--- src/rtl/cmd_arbiter_5b_if.sv ---
// Command arbiter bus bundle: five request sources in, one registered command slot out.
interface cmd_arbiter_5b_if #(
  parameter int unsigned DATA_W = 32
);
  localparam int unsigned N_SRC = 5;

  logic [N_SRC-1:0]        req_valid;
  logic [N_SRC*DATA_W-1:0] req_data;
  logic [N_SRC-1:0]        req_ready;
  logic                    arb_en;
  logic                    flush;
  logic                    cmd_valid;
  logic [DATA_W-1:0]       cmd_data;
  logic [N_SRC-1:0]        cmd_src;
  logic                    cmd_ready;

  // Arbiter side
  modport slave (
    input  req_valid, req_data, arb_en, flush, cmd_ready,
    output req_ready, cmd_valid, cmd_data, cmd_src
  );

  // Requester / downstream side
  modport master (
    output req_valid, req_data, arb_en, flush, cmd_ready,
    input  req_ready, cmd_valid, cmd_data, cmd_src
  );
endinterface

--- src/rtl/cmd_arbiter_5b.sv ---
// Five-source command arbiter feeding one registered output slot.
// Per-source holdoff timers enforce spacing between grants to the same source.
// Optional feature: define CMD_ARB_RR_EN for rotating priority; otherwise fixed
// priority with source 0 highest.
module cmd_arbiter_5b #(
  parameter int unsigned DATA_W   = 32,
  parameter int unsigned HOLD_CYC = 2
) (
  input  logic            clk,
  input  logic            rst_n,
  cmd_arbiter_5b_if.slave bus
);

  localparam int unsigned N_SRC = 5;
  localparam int unsigned CNT_W = (HOLD_CYC == 0) ? 1 : $clog2(HOLD_CYC + 1);
  localparam int unsigned PTR_W = 3;

  localparam logic [0:0] ST_EMPTY = 1'b0;
  localparam logic [0:0] ST_FULL  = 1'b1;

  logic [0:0]                  state_q, state_d;
  logic [DATA_W-1:0]           data_q, data_d;
  logic [N_SRC-1:0]            src_q, src_d;
  logic [N_SRC-1:0][CNT_W-1:0] hold_q, hold_d;

  logic [N_SRC-1:0] elig;
  logic [N_SRC-1:0] grant;
  logic [PTR_W-1:0] win_idx;
  logic [PTR_W-1:0] scan_base;
  logic             load_ok;

`ifdef CMD_ARB_RR_EN
  logic [PTR_W-1:0] ptr_q, ptr_d;
  assign scan_base = ptr_q;
`else
  assign scan_base = '0;
`endif

  // Eligibility and rotating/fixed scan for the winner
  always_comb begin
    load_ok = (state_q == ST_EMPTY) | bus.cmd_ready;
    elig    = '0;
    grant   = '0;
    win_idx = '0;
    for (int i = 0; i < int'(N_SRC); i++) begin
      elig[i] = bus.req_valid[i] & (hold_q[i] == '0) & bus.arb_en & load_ok
                & ~bus.flush & rst_n;
    end
    for (int k = 0; k < int'(N_SRC); k++) begin
      int unsigned idx;
      idx = 32'(scan_base) + 32'(k);
      if (idx >= N_SRC) idx = idx - N_SRC;
      if ((grant == '0) && elig[idx]) begin
        grant[idx] = 1'b1;
        win_idx    = PTR_W'(idx);
      end
    end
  end

  // Slot, holdoff and pointer next-state
  always_comb begin
    int unsigned win_base;
    state_d  = state_q;
    data_d   = data_q;
    src_d    = src_q;
    hold_d   = hold_q;
    win_base = 32'(win_idx) * DATA_W;
`ifdef CMD_ARB_RR_EN
    ptr_d    = ptr_q;
`endif

    for (int i = 0; i < int'(N_SRC); i++) begin
      if (hold_q[i] != '0) hold_d[i] = hold_q[i] - CNT_W'(1);
      if (grant[i])        hold_d[i] = CNT_W'(HOLD_CYC);
    end

    case (state_q)
      ST_EMPTY: begin
        if (grant != '0) state_d = ST_FULL;
      end
      ST_FULL: begin
        if (grant == '0 && bus.cmd_ready) state_d = ST_EMPTY;
      end
      default: state_d = ST_EMPTY;
    endcase

    if (grant != '0) begin
      data_d = bus.req_data[win_base +: DATA_W];
      src_d  = grant;
`ifdef CMD_ARB_RR_EN
      ptr_d  = (win_idx == PTR_W'(N_SRC - 1)) ? '0 : win_idx + PTR_W'(1);
`endif
    end

    // Flush drops the slot (even mid-handshake) and clears every timer
    if (bus.flush) begin
      state_d = ST_EMPTY;
      hold_d  = '0;
    end
  end

  // State registers with synchronous reset
  always_ff @(posedge clk) begin
    if (!rst_n) begin
      state_q <= ST_EMPTY;
      data_q  <= '0;
      src_q   <= '0;
      hold_q  <= '0;
`ifdef CMD_ARB_RR_EN
      ptr_q   <= '0;
`endif
    end else begin
      state_q <= state_d;
      data_q  <= data_d;
      src_q   <= src_d;
      hold_q  <= hold_d;
`ifdef CMD_ARB_RR_EN
      ptr_q   <= ptr_d;
`endif
    end
  end

  assign bus.req_ready = grant;
  assign bus.cmd_valid = (state_q == ST_FULL);
  assign bus.cmd_data  = data_q;
  assign bus.cmd_src   = src_q;

endmodule
--- src/flat_wrapper.sv ---
// flat-port wrapper written by rule: the top's interface ports become plain ports
module cmd_arbiter_5b_flat 
#(
  parameter int unsigned DATA_W   = 32,
  parameter int unsigned HOLD_CYC = 2
)
  (clk, rst_n, bus_req_valid, bus_req_data, bus_arb_en, bus_flush, bus_cmd_ready, bus_req_ready, bus_cmd_valid, bus_cmd_data, bus_cmd_src);
  cmd_arbiter_5b_if #(.DATA_W(DATA_W)) bus_i ();
  input  logic clk;
  input  logic rst_n;
  input wire logic [$bits(bus_i.req_valid)-1:0] bus_req_valid;
  input wire logic [$bits(bus_i.req_data)-1:0] bus_req_data;
  input wire logic [$bits(bus_i.arb_en)-1:0] bus_arb_en;
  input wire logic [$bits(bus_i.flush)-1:0] bus_flush;
  input wire logic [$bits(bus_i.cmd_ready)-1:0] bus_cmd_ready;
  output wire logic [$bits(bus_i.req_ready)-1:0] bus_req_ready;
  output wire logic [$bits(bus_i.cmd_valid)-1:0] bus_cmd_valid;
  output wire logic [$bits(bus_i.cmd_data)-1:0] bus_cmd_data;
  output wire logic [$bits(bus_i.cmd_src)-1:0] bus_cmd_src;
  assign bus_i.req_valid = bus_req_valid;
  assign bus_i.req_data = bus_req_data;
  assign bus_i.arb_en = bus_arb_en;
  assign bus_i.flush = bus_flush;
  assign bus_i.cmd_ready = bus_cmd_ready;
  assign bus_req_ready = bus_i.req_ready;
  assign bus_cmd_valid = bus_i.cmd_valid;
  assign bus_cmd_data = bus_i.cmd_data;
  assign bus_cmd_src = bus_i.cmd_src;
  cmd_arbiter_5b #(.DATA_W(DATA_W), .HOLD_CYC(HOLD_CYC)) u_core (.clk(clk), .rst_n(rst_n), .bus(bus_i));
endmodule
--- config.mk ---
export PLATFORM = sky130hd
export DESIGN_NAME = cmd_arbiter_5b_flat
export DESIGN_NICKNAME = d
export VERILOG_FILES = /design/src/rtl/cmd_arbiter_5b_if.sv /design/src/rtl/cmd_arbiter_5b.sv /design/src/flat_wrapper.sv
export SDC_FILE = /design/constraint.sdc
export NUM_CORES = 1
export LEC_CHECK = 0
export CAP_MARGIN = 0
export CORE_MARGIN = 4
export CORE_UTILIZATION = 55
export DETAILED_ROUTE_END_ITERATION = 8
export DONT_BUFFER_PORTS = 1
export GPL_ROUTABILITY_DRIVEN = 1
export PLACE_DENSITY_LB_ADDON = 0.12
export SYNTH_ARGS = -nofsm -noshare
export SYNTH_HDL_FRONTEND = slang
export SYNTH_SLANG_ARGS = --single-unit
--- constraint.sdc ---
create_clock -name clk -period 2.7 [get_ports clk]
set_clock_uncertainty 0.2 [all_clocks]
set_input_delay 0.54 -clock clk [delete_from_list [all_inputs] [get_ports clk]]
set_output_delay 0.54 -clock clk [all_outputs]
set_load 0.05 [all_outputs]
==> flow_metrics.env <==
export IMPL_synth_main_ff_cell="dfxtp_1"
export IMPL_yosys_top_cells_count="mux2i_1, dfxtp_1, o21ai_0, a221oi_1, mux2_2"
export IMPL_dp_cells=382
export IMPL_viasPerCell=6.65
export IMPL_p_clk_frac=0.306
export IMPL_worstSetupStartpointType="register"
export IMPL_synth_most_common_cell="mux2i_1"
export IMPL_yosysUniqueCellTypes=41
export IMPL_grt_setup_unrepaired="no"
export IMPL_area_growth_pct=8.64
export IMPL_period_needed_ns=2.51
export IMPL_p_leak_uw=0.00152
export IMPL_yosysWarnings=0
export IMPL_drt_total_wl_mm=8.88
export IMPL_seqCellArea_um2=961
export IMPL_numCtsBuffers=5
export IMPL_hold_viol=0
export IMPL_worst_slew_pin_slew_ns=1.07
export IMPL_clkSinkCount=48
export IMPL_slew_headroom=0.286
export IMPL_status="completed"
export IMPL_yosys_area_top_type="dfxtp_1"
export IMPL_maxCapViolations=0
export IMPL_drtPass1Iterations=4
export IMPL_wl_per_cell_um=22.8
export IMPL_cp_cell_sequence="nor2b_1, buf_4, a211oi_4, nor3_2"
export IMPL_clockBufferDepth=2
export IMPL_cts_setup_buffers=0
export IMPL_internal_power_uw=1150
export IMPL_yosys_area_top_type_share=0.318
export IMPL_synth_fp_nets=489
export IMPL_antenna_cells=0
export IMPL_fin_cells=390
export IMPL_fin_crit_sh=0.930
export IMPL_critPathKind="reg -> out"
export IMPL_antenna_left=0
export IMPL_pin_count=213
export IMPL_slew_viol_final=0
export IMPL_power_switching_uw=534
export IMPL_cts_tree="done"
export IMPL_syn_inst=319
export IMPL_die_w_um=82.2
export IMPL_drc_errors=0
export IMPL_place_congestion=0.778
export IMPL_powerDensity_nw_per_um2=512
export IMPL_grt_use_total=0.250
export IMPL_synth_cell_area_um2=3030
export IMPL_grt_ovfl_total=0
export IMPL_path_clk_slew_ns=0.09
export IMPL_tns_ns=0
export IMPL_max_freq_mhz=398
export IMPL_core_area_um2=5200
export IMPL_ir_drop_mv=0.316
export IMPL_drive_gt1_frac=0.216
export IMPL_critical_path_arrival_ns=1.77
export IMPL_multi_input_area_um2=1940
export IMPL_synth_seq_cells=48
export IMPL_slowest_stage="nor3_2"
export IMPL_crit_fanout=3
export IMPL_pwr_share_comb=0.153
export IMPL_synth_edf_count=0
export IMPL_p_total_uw=1680
export IMPL_fill_cells=442
export IMPL_cts_root_buf="clkbuf_8"
export IMPL_h_tree_depth=2
export IMPL_die_y_um=82.2
export IMPL_hold_class="in -> reg"
export IMPL_ff2ff_setup_slack_ns=0.47
export IMPL_utilization=0.631
export IMPL_grt_max_degree=40
export IMPL_ctsResizeCount=0
export IMPL_synth_seq_area_share=0.318
export IMPL_avgSynthCellArea_um2=9.48
export IMPL_slowest_delay_ns=0.74
export IMPL_initial_core_util=0.581
export IMPL_grt_first_pass_wirelength_mm=13.1
export IMPL_clock_latency_ns=0.29
export IMPL_rows=26
export IMPL_worstPathRequired_ns=1.96
export IMPL_die_area_um2=6750
export IMPL_p_sw_frac=0.317
export IMPL_layout_nets=489
export IMPL_ys_top_cells_by_area="dfxtp_1, mux2i_1, mux2_2"
export IMPL_cts_hold_buf=0
export IMPL_setup_viol=0
export IMPL_dp_hpwl_mm=6.77
export IMPL_port_buffers=0
export IMPL_seqPwrFrac=0.540
export IMPL_antenna_found_initial=0
export IMPL_grt_pass1_vias=2651
export IMPL_vias=2594
export IMPL_initialDrtViolationCount=78
export IMPL_critPathCaptureType="output port"
export IMPL_async_reset_ff_frac=0
[worst paths after layout]
path / startpoint / end / cells after the start
max reg2reg: u_core.hold_q[4] / u_core.bus.cmd_data[5] / 5
min reg2reg: u_core.hold_q[4] / u_core.hold_q[4] / 1
min: rst_n / u_core.bus.cmd_src[1] / 1
max: u_core.bus.cmd_valid / bus_req_ready[2] / 4
[registers in the layout, summed over array words and instances, names as in the netlist]
name and count:
u_core.bus.cmd_data 32, u_core.bus.cmd_src 5, u_core.bus.cmd_valid 1, u_core.hold_q 10
[cell families (layout without fill, tap and decap cells)]
| logic type | count (synthesis) | count (layout) | synth area share |
|---|---|---|---|
| buffers and inverters | 30 | 31 | 0.0500 |
| AND/OR/NAND/NOR | 55 | 55 | 0.113 |
| flip-flops | 48 | 48 | 0.318 |
| multiplexers | 80 | 80 | 0.275 |
| AO/OA/AOI/OAI | 106 | 106 | 0.244 |
[per-layer routing]
| layer | up-vias | wire length, um | global-route usage | share of wire |
|---|---|---|---|---|
| met2 | 133 | 4690 | 0.451 | 0.53 |
| li1 | 1232 | - | - | - |
| met3 | 10 | 956 | 0.0857 | 0.11 |
| met4 | 0 | 109 | 0.0515 | 0.012 |
| met5 | - | 0 | 0 | 0 |
| met1 | 1219 | 3130 | 0.286 | 0.35 |
[worst max-delay path, delay by kind of cell (launching register included)]
kind,cells,cell delay (ns)
AOI/OAI and AO/OA,1,0.05
and+or+nand+nor,2,0.90
DFF,1,0.38
buffers and inverters,1,0.15
[cell type report]
| class | instances | area share |
|---|---|---|
| multi-input cells | 241 | 0.590 |
| flip-flops and latches | 48 | 0.292 |
| repair buffers | 21 | 0.0556 |
| well taps | 70 | 0.0266 |
| clock buffers | 6 | 0.0221 |
| clock inverters | 2 | 0.0107 |
| inverters | 2 | 0.00228 |
[power by group through the flow]
stage | Clock (uW) | Sequential (uW) | Combinational (uW)
6_report | 516 | 910 | 258
5_1_grt | 563 | 916 | 286
3_5_place_dp | 0 | 928 | 260
2_1_floorplan | 0 | 917 | 214
4_1_cts | 532 | 911 | 260
3_3_place_gp | 0 | 927 | 255
[placed cells by master, fill, tap and decap left out, drive strengths merged, types with 2 or more instances in the layout]
cell	instances
mux2i	56
dfxtp	48
o21ai	34
mux2	24
a221oi	24
buf	21
nand2	16
a21oi	9
o211ai	8
o221ai	8
nand3	8
o21a	8
nor2	8
nor2b	6
a31o	6
a31oi	6
clkbuf	6
nand4bb	3
nor3b	3
nor4	3
nand2b	2
nand4	2
inv	2
[metrics by stage]
stage	area [um2]	hold WS (ns)	setup WS, ns
floorplan	3040	0.212	-0.146
finish	3290	0.174	0.189
CTS	3290	0.159	0.163
global placement	3180	0.223	0.367
global route	3290	0.153	0.0849
detailed placement	3180	0.231	0.343
Power figures use the tool's default switching activity.
